===== config.mk =====
export PLATFORM = sky130hd
export DESIGN_NAME = ad7705_responder
export DESIGN_NICKNAME = d
export VERILOG_FILES = /design/src/rtl/ad7705_pkg.sv /design/src/rtl/ad7705_responder_sck_sync.sv /design/src/rtl/ad7705_responder.sv
export SDC_FILE = /design/constraint.sdc
export NUM_CORES = 1
export LEC_CHECK = 0
export BUFFER_PORTS_ARGS = -buffer_cell sky130_fd_sc_hd__buf_2
export CAP_MARGIN = 5
export CORE_ASPECT_RATIO = 0.6
export CORE_MARGIN = 1
export CORE_UTILIZATION = 53
export CTS_CLUSTER_DIAMETER = 100
export DETAILED_ROUTE_END_ITERATION = 12
export GPL_ROUTABILITY_DRIVEN = 0
export PLACE_DENSITY = 0.73
export SLEW_MARGIN = 25
export SYNTH_ARGS = -nofsm -noshare
export SYNTH_HDL_FRONTEND = slang
export SYNTH_SLANG_ARGS = --single-unit

===== constraint.sdc =====
create_clock -name clk -period 2.5 [get_ports clk]
set_clock_uncertainty 0.2 [all_clocks]
set_input_delay 0.25 -clock clk [delete_from_list [all_inputs] [get_ports clk]]
set_output_delay 0.25 -clock clk [all_outputs]
set_load 0.02 [all_outputs]

===== src/rtl/ad7705_pkg.sv =====
// Shared types and constants for the AD7705 serial-interface responder.
package ad7705_pkg;

  typedef enum logic [2:0] {
    RS_COMMS  = 3'd0,
    RS_SETUP  = 3'd1,
    RS_CLOCK  = 3'd2,
    RS_DATA   = 3'd3,
    RS_TEST   = 3'd4,
    RS_NOOP   = 3'd5,
    RS_OFFSET = 3'd6,
    RS_GAIN   = 3'd7
  } rs_e;

  typedef enum logic [1:0] {
    ST_COMMS = 2'd0,
    ST_WRITE = 2'd1,
    ST_READ  = 2'd2
  } st_e;

  typedef struct packed {
    st_e        state;
    rs_e        rs;
    logic       stby;
    logic [1:0] ch;
    logic [4:0] bit_cnt;
  } dbg_t;

  localparam logic [7:0] SETUP_RST  = 8'h01;
  localparam logic [7:0] CLOCK_RST  = 8'h05;
  localparam logic [1:0] MD_SELFCAL = 2'b01;

  function automatic logic [4:0] rs_width(input rs_e rs);
    case (rs)
      RS_DATA:           return 5'd16;
      RS_OFFSET, RS_GAIN: return 5'd24;
      default:           return 5'd8;
    endcase
  endfunction

endpackage


===== src/rtl/ad7705_responder_sck_sync.sv =====
// Synchronizers for SCK, MOSI and adc_reset, plus one-cycle SCK rise/fall strobes.
module sck_sync #(
  parameter int SYNC_STAGES = 2
) (
  input  logic clk,
  input  logic rst_n,
  input  logic sck_i,
  input  logic mosi_i,
  input  logic adc_reset_n_i,
  output logic mosi_o,
  output logic adc_reset_n_o,
  output logic sck_rise_o,
  output logic sck_fall_o
);

  logic [SYNC_STAGES-1:0] sck_q;
  logic [SYNC_STAGES-1:0] mosi_q;
  logic [SYNC_STAGES-1:0] arst_q;
  logic                   sck_prev_q;
  logic                   sck_s;

  // SCK idles high and adc_reset is inactive high, so the chains reset to 1.
  always_ff @(posedge clk or negedge rst_n) begin
    if (!rst_n) begin
      sck_q      <= '1;
      mosi_q     <= '0;
      arst_q     <= '1;
      sck_prev_q <= 1'b1;
    end else begin
      sck_q      <= {sck_q[SYNC_STAGES-2:0], sck_i};
      mosi_q     <= {mosi_q[SYNC_STAGES-2:0], mosi_i};
      arst_q     <= {arst_q[SYNC_STAGES-2:0], adc_reset_n_i};
      sck_prev_q <= sck_s;
    end
  end

  assign sck_s         = sck_q[SYNC_STAGES-1];
  assign mosi_o        = mosi_q[SYNC_STAGES-1];
  assign adc_reset_n_o = arst_q[SYNC_STAGES-1];
  assign sck_rise_o    = sck_s & ~sck_prev_q;
  assign sck_fall_o    = ~sck_s & sck_prev_q;

endmodule


===== src/rtl/ad7705_responder.sv =====
// AD7705 SPI responder: comms decode, setup/clock registers, data reads, DRDY, self-cal.
// Optional AD7705_RESYNC_EN: 32 consecutive MOSI ones re-frame the interface.
module ad7705_responder
  import ad7705_pkg::*;
#(
  parameter int CAL_CYCLES  = 1024,
  parameter int SYNC_STAGES = 2
) (
  input  logic        clk,
  input  logic        reset,
  input  logic        SCK,
  input  logic        MOSI,
  input  logic        adc_reset,
  input  logic [15:0] sample,
  input  logic        sample_valid,
  output logic        MISO,
  output logic        drdy_n,
  output logic [7:0]  setup_reg,
  output logic [7:0]  clock_reg,
  output logic        cal_busy,
  output dbg_t        dbg_o
);

  localparam int CAL_W = $clog2(CAL_CYCLES + 1);

  logic mosi_s, adc_rst_n_s, sck_rise, sck_fall;

  sck_sync #(.SYNC_STAGES(SYNC_STAGES)) u_sync (
    .clk           (clk),
    .rst_n         (reset),
    .sck_i         (SCK),
    .mosi_i        (MOSI),
    .adc_reset_n_i (adc_reset),
    .mosi_o        (mosi_s),
    .adc_reset_n_o (adc_rst_n_s),
    .sck_rise_o    (sck_rise),
    .sck_fall_o    (sck_fall)
  );

  st_e             state_q;
  rs_e             rs_q;
  logic            stby_q;
  logic [1:0]      ch_q;
  logic [4:0]      bit_cnt_q, width_q;
  logic [6:0]      rx_q;
  logic [22:0]     tx_q;
  logic [7:0]      setup_q, clock_q;
  logic [15:0]     data_q, pend_q;
  logic            pend_vld_q, drdy_n_q, cal_busy_q, miso_q;
  logic [CAL_W-1:0] cal_cnt_q;
`ifdef AD7705_RESYNC_EN
  logic [4:0]      ones_q;
`endif

  logic [7:0]  rx_byte;
  logic [23:0] rd_value;
  logic        sample_ok, read_done;

  // sample_valid is a one-cycle strobe with no backpressure: an accepted
  // sample is either loaded, or parked in the pending slot during a data read.
  assign rx_byte   = {rx_q, mosi_s};
  assign sample_ok = sample_valid && !cal_busy_q && !setup_q[0];
  assign read_done = (state_q == ST_READ) && sck_fall && (bit_cnt_q == width_q);

  always_comb begin
    rd_value = '0;
    case (rs_e'(rx_byte[6:4]))
      RS_COMMS: rd_value = {drdy_n_q, rx_byte[6:0], 16'h0};
      RS_SETUP: rd_value = {setup_q, 16'h0};
      RS_CLOCK: rd_value = {clock_q, 16'h0};
      RS_DATA:  rd_value = {data_q, 8'h0};
      default:  rd_value = '0;
    endcase
  end

  always_ff @(posedge clk or negedge reset) begin
    if (!reset) begin
      state_q <= ST_COMMS;  rs_q <= RS_COMMS;  stby_q <= 1'b0;  ch_q <= '0;
      bit_cnt_q <= '0;  width_q <= 5'd8;  rx_q <= '0;  tx_q <= '0;
      setup_q <= SETUP_RST;  clock_q <= CLOCK_RST;  data_q <= '0;  pend_q <= '0;
      pend_vld_q <= 1'b0;  drdy_n_q <= 1'b1;  cal_busy_q <= 1'b0;  miso_q <= 1'b1;
      cal_cnt_q <= '0;
`ifdef AD7705_RESYNC_EN
      ones_q <= '0;
`endif
    end else if (!adc_rst_n_s) begin
      state_q <= ST_COMMS;  rs_q <= RS_COMMS;  stby_q <= 1'b0;  ch_q <= '0;
      bit_cnt_q <= '0;  width_q <= 5'd8;  rx_q <= '0;  tx_q <= '0;
      setup_q <= SETUP_RST;  clock_q <= CLOCK_RST;  data_q <= '0;  pend_q <= '0;
      pend_vld_q <= 1'b0;  drdy_n_q <= 1'b1;  cal_busy_q <= 1'b0;  miso_q <= 1'b1;
      cal_cnt_q <= '0;
`ifdef AD7705_RESYNC_EN
      ones_q <= '0;
`endif
    end else begin
      if (cal_busy_q) begin
        if (cal_cnt_q == '0) begin
          cal_busy_q   <= 1'b0;
          setup_q[7:6] <= 2'b00;
        end else begin
          cal_cnt_q <= cal_cnt_q - 1'b1;
        end
      end

      if (sample_ok) begin
        if (state_q == ST_READ && rs_q == RS_DATA && !read_done) begin
          pend_q     <= sample;
          pend_vld_q <= 1'b1;
        end else begin
          data_q   <= sample;
          drdy_n_q <= 1'b0;
        end
      end

      case (state_q)
        ST_COMMS: if (sck_rise) begin
          rx_q <= rx_byte[6:0];
          if (bit_cnt_q == 5'd7) begin
            bit_cnt_q <= '0;
            if (!rx_byte[7]) begin
              rs_q    <= rs_e'(rx_byte[6:4]);
              stby_q  <= rx_byte[2];
              ch_q    <= rx_byte[1:0];
              width_q <= rs_width(rs_e'(rx_byte[6:4]));
              if (rx_byte[3]) begin
                tx_q    <= rd_value[22:0];
                miso_q  <= rd_value[23];
                state_q <= ST_READ;
              end else begin
                state_q <= ST_WRITE;
              end
            end
          end else begin
            bit_cnt_q <= bit_cnt_q + 5'd1;
          end
        end

        ST_WRITE: if (sck_rise) begin
          rx_q <= rx_byte[6:0];
          if (bit_cnt_q == width_q - 5'd1) begin
            bit_cnt_q <= '0;
            state_q   <= ST_COMMS;
            if (rs_q == RS_SETUP) begin
              setup_q <= rx_byte;
              if (rx_byte[7:6] >= MD_SELFCAL) begin
                cal_busy_q <= 1'b1;
                cal_cnt_q  <= CAL_W'(CAL_CYCLES - 1);
                drdy_n_q   <= 1'b1;
              end
              if (rx_byte[0]) drdy_n_q <= 1'b1;
            end else if (rs_q == RS_CLOCK) begin
              clock_q <= rx_byte;
            end
          end else begin
            bit_cnt_q <= bit_cnt_q + 5'd1;
          end
        end

        // Rises count bits the master has taken; the first fall holds bit 0,
        // and the fall after the last bit closes the frame.
        ST_READ: begin
          if (sck_rise && bit_cnt_q != width_q) bit_cnt_q <= bit_cnt_q + 5'd1;
          if (sck_fall) begin
            if (bit_cnt_q == width_q) begin
              state_q   <= ST_COMMS;
              bit_cnt_q <= '0;
              miso_q    <= 1'b1;
              if (rs_q == RS_DATA) begin
                pend_vld_q <= 1'b0;
                if (!sample_ok) begin
                  if (pend_vld_q) begin
                    data_q   <= pend_q;
                    drdy_n_q <= 1'b0;
                  end else begin
                    drdy_n_q <= 1'b1;
                  end
                end
              end
            end else if (bit_cnt_q != '0) begin
              miso_q <= tx_q[22];
              tx_q   <= {tx_q[21:0], 1'b0};
            end
          end
        end

        default: state_q <= ST_COMMS;
      endcase

`ifdef AD7705_RESYNC_EN
      if (sck_rise) begin
        if (!mosi_s) begin
          ones_q <= '0;
        end else if (ones_q == 5'd31) begin
          ones_q    <= '0;
          state_q   <= ST_COMMS;
          bit_cnt_q <= '0;
          miso_q    <= 1'b1;
        end else begin
          ones_q <= ones_q + 5'd1;
        end
      end
`endif
    end
  end

  assign MISO      = miso_q;
  assign drdy_n    = drdy_n_q;
  assign setup_reg = setup_q;
  assign clock_reg = clock_q;
  assign cal_busy  = cal_busy_q;
  assign dbg_o     = '{state: state_q, rs: rs_q, stby: stby_q, ch: ch_q, bit_cnt: bit_cnt_q};

endmodule


==> impl_summary.md <==
Synth
The synthesized netlist contains 57 unique library cells. After synthesis, the mean cell area works out to between 10 and 15 um2. The post-synthesis cell area is 0.00548 mm2. Synthesis handed over a netlist of 522 instances. The predominant post-synthesis flop cell is dfrtp_1. The number of enable flip-flop cells after synthesis is 0. The synthesized design contains about 110 register bits. For this run, asynchronously set or reset flops after synthesis account for 100%. The number of nets handed over by synthesis was 550. The register area share after synthesis is approximately 50%. During synthesis, Yosys emitted a total of 0 warnings.

Cells and area
The net count reported at finish is 616. Summing all multi-input logic gate instances after layout gives ~0.0025 mm2. The ratio of cells with drive above 1 in the final layout is 21.6%. The diode insertion count for antenna repair is 0.

In the final layout, the registers with the most flip-flops are data_q (16), pend_q (16), tx_q (15). Across the whole layout, storage elements account for approximately 0.0027 mm2. Leaving out fill and tap cells, the most frequent cell in the layout is dfrtp_1.

The top cell types in the final layout, fill and taps aside, are dfrtp_1 (96), nor2_1 (63), mux2i_1 (57), buf_2 (52), nand2_1 (35). Measured on the finished design, the core utilization comes to 64.4%. The finished cells cover 0.00641 mm2. The number of fill cells in the layout is slightly above 800. The area overhead of the layout relative to synthesis is 17.0%.

Critical path
The critical path startpoint is u_sync.sck_prev_q. The worst setup path is captured at a flop. The data arrival time of the critical path is around 2.4 ns. At the worst endpoint, the required time is between 2 and 3 ns. In this run the critical register-to-register path is launched from u_sync.sck_prev_q. The worst setup path is launched from a flop. The maximum net fanout on the critical path is 6. The worst setup path category is reg2reg.

Power
The worst IR drop on VDD is a little over 0.4 mV. The overall power consumption is slightly below 0.004 W. The power per unit of standard cell area is about 600 mW/mm2. The static power due to leakage is 3.18 nW.

Clock network
The maximum buffer depth of the clock tree is 2. Clock latency on the worst-skew pair, taken at its later pin, is 0.35 ns. TritonCTS built the clock tree.

The clock-pin slew of the registers on the worst-case setup and hold paths is 0.08 ns. After clock tree synthesis, the setup repair step added 0 buffers. The number of H-tree branching levels is 3. The number of clock buffers inserted by TritonCTS is 9.

The clock net in this run drives a total of ~110 sinks. In this run the clock root is driven by a clkbuf_16.

GRT
The number of global-route vias before repair is between 4000 and 5000. The wire length of the first global-routing pass is about 22000 um. The maximum number of pins on one net before global-route repair is 54. The initial antenna violation count came to 0. The leftover overflow at the end of global routing is 0.

The total track usage is a little over a quarter.

STA
The worst path uses between 90% and 100% of the clock period. The max-slew violation total from the final report was 0. The final worst hold slack is -0.00886 ns. The slew of the pin with the lowest slew margin is ~0.67 ns. The final hold violation count is 1.

Setup violations remaining at the end of the flow were counted as 0. The max-slew headroom at the worst pin is 55.1%. Setup repair after global routing left no endpoint under its margin.

Setup total negative slack on the finished layout was measured at 0 ns. The routed design could run at a clock period as short as approximately 2.4 ns. Derived from the worst setup path, the maximum achievable clock frequency is ~420 MHz.

Routing
The first-iteration detailed-routing DRC count is 465. The first TritonRoute pass finished after 5 iterations. The detail route stage leaves a number of antenna-violating nets equal to 0. The total length of routed wires is 13200 um. In the routed layout, each cell is associated on average with a via count of 5.90. The final route contains around 4300 vias. After detailed routing, the average wire length per cell comes to 18.2 um.

In the routed design, unresolved DRC markers number 0.

Floorplanning
54 I/O pins were placed. The number of placement rows is 28. The die span in y is 80.8 um.

The die footprint is 0.0108 mm2. The total area inside the core boundary comes to 0.00995 mm2. The initial cell density of the core is between 50% and 60%.

The die is between 100 and 150 um wide.

Min path
The path type of the worst min-delay path is in2reg. The start point of the worst hold path is sample[1].

Status
The flow ran to the end, but the final reports show violations. The final reports fail on hold timing.

Place
Summing all placed instances gives a cell area of 0.00592 mm2. In this run the tool buffered the top-level ports with 53 buffer cells. After legalization and detailed placement, the total HPWL measured between 9000 and 10000 um.

Job
The max-cap check violation count is 0.
-- synthesized netlist by cell type, types with 3 or more instances --
cell | count | area, um2
a21oi_1 | 33 | 165
a22o_1 | 9 | 78.8
a22oi_1 | 9 | 67.6
a31oi_1 | 4 | 25.0
buf_2 | 8 | 40.0
buf_4 | 3 | 22.5
buf_6 | 4 | 45.0
clkbuf_1 | 22 | 82.6
dfrtp_1 | 96 | 2400
dfstp_2 | 11 | 289
ha_1 | 6 | 75.1
inv_1 | 16 | 60.1
mux2_1 | 8 | 90.1
mux2_2 | 11 | 124
mux2i_1 | 58 | 581
mux4_2 | 5 | 113
nand2_1 | 35 | 131
nand2b_1 | 3 | 18.8
nand3_1 | 7 | 35.0
nand3b_1 | 4 | 30.0
nand4b_1 | 5 | 43.8
nor2_1 | 63 | 236
nor2b_1 | 4 | 25.0
nor3_1 | 4 | 20.0
o21ai_0 | 32 | 160
o21ai_1 | 8 | 40.0
o22ai_1 | 6 | 37.5
o31ai_1 | 4 | 30.0
xnor2_1 | 5 | 43.8
xor2_1 | 7 | 61.3
-- cell type report --
type / instances / share of cell area [%]
inverter: 16 / 0.937
tap: 135 / 2.64
sequential: 107 / 42.0
clock inverter: 6 / 0.918
timing repair buffer: 92 / 10.1
multi-input combinational: 362 / 39.7
clock buffer: 10 / 3.73
-- what timing repair did --
action	CTS	global route
setup endpoints to repair	0	2
hold endpoints to repair	46	0
hold buffers	19	0
resized for setup	0	1
-- where the power goes --
group          internal, W  switching (W)
Sequential         0.00179      0.0000607
Clock             0.000723       0.000696
Combinational     0.000234       0.000349
Total              0.00275        0.00111
-- stage by stage --
step	setup WS, ns	std cells	hold WS (ns)
final	0.141	728	-0.00886
after global routing	0.0388	728	0.0319
after CTS	0.153	728	0.00157
after detailed placement	0.170	693	0.0416
after global placement	0.209	693	0.0365
after floorplan	0.134	522	-0.246
-- logic make-up after synthesis --
| logic type | after synthesis | share of synthesized area (%) |
|---|---|---|
| simple gates | 146 | 13.4 |
| compound gates | 116 | 13.0 |
| flops | 107 | 49.1 |
| mux | 82 | 16.6 |
| buf+inv | 53 | 4.57 |
| xor+xnor | 12 | 1.92 |
| fa+ha+maj | 6 | 1.37 |
-- final timing paths --
| check | endpoint | slack [ns] | cells past startpoint |
|---|---|---|---|
| max | state_q[0] | 0.14 | 5 |
| min | pend_q[1] | -0.009 | 3 |
| max reg2reg | state_q[0] | 0.14 | 5 |
| min reg2reg | u_sync.sck_q[1] | 0.16 | 0 |
| max in group asynchronous | setup_reg[0] | 1.18 | 3 |
| min in group asynchronous | cal_cnt_q[5] | 0.19 | 2 |
-- per-layer routing --
layer | track usage, % | wire (um) | up-vias
li1 | - | - | 1988
met1 | 37.8 | 6350 | 2142
met2 | 40.8 | 5880 | 149
met3 | 6.30 | 861 | 15
met4 | 7.05 | 150 | 0
met5 | 0 | 0 | -
-- worst max-delay path, stage by stage, from the launching register on --
cell and delay (ns):
dfstp_2 0.56, nand2b_1 0.23, nor4_4 0.49, o22ai_1 0.15, a31oi_1 0.26, mux2_1 0.35
No activity file was read; power rests on OpenSTA's default activity.
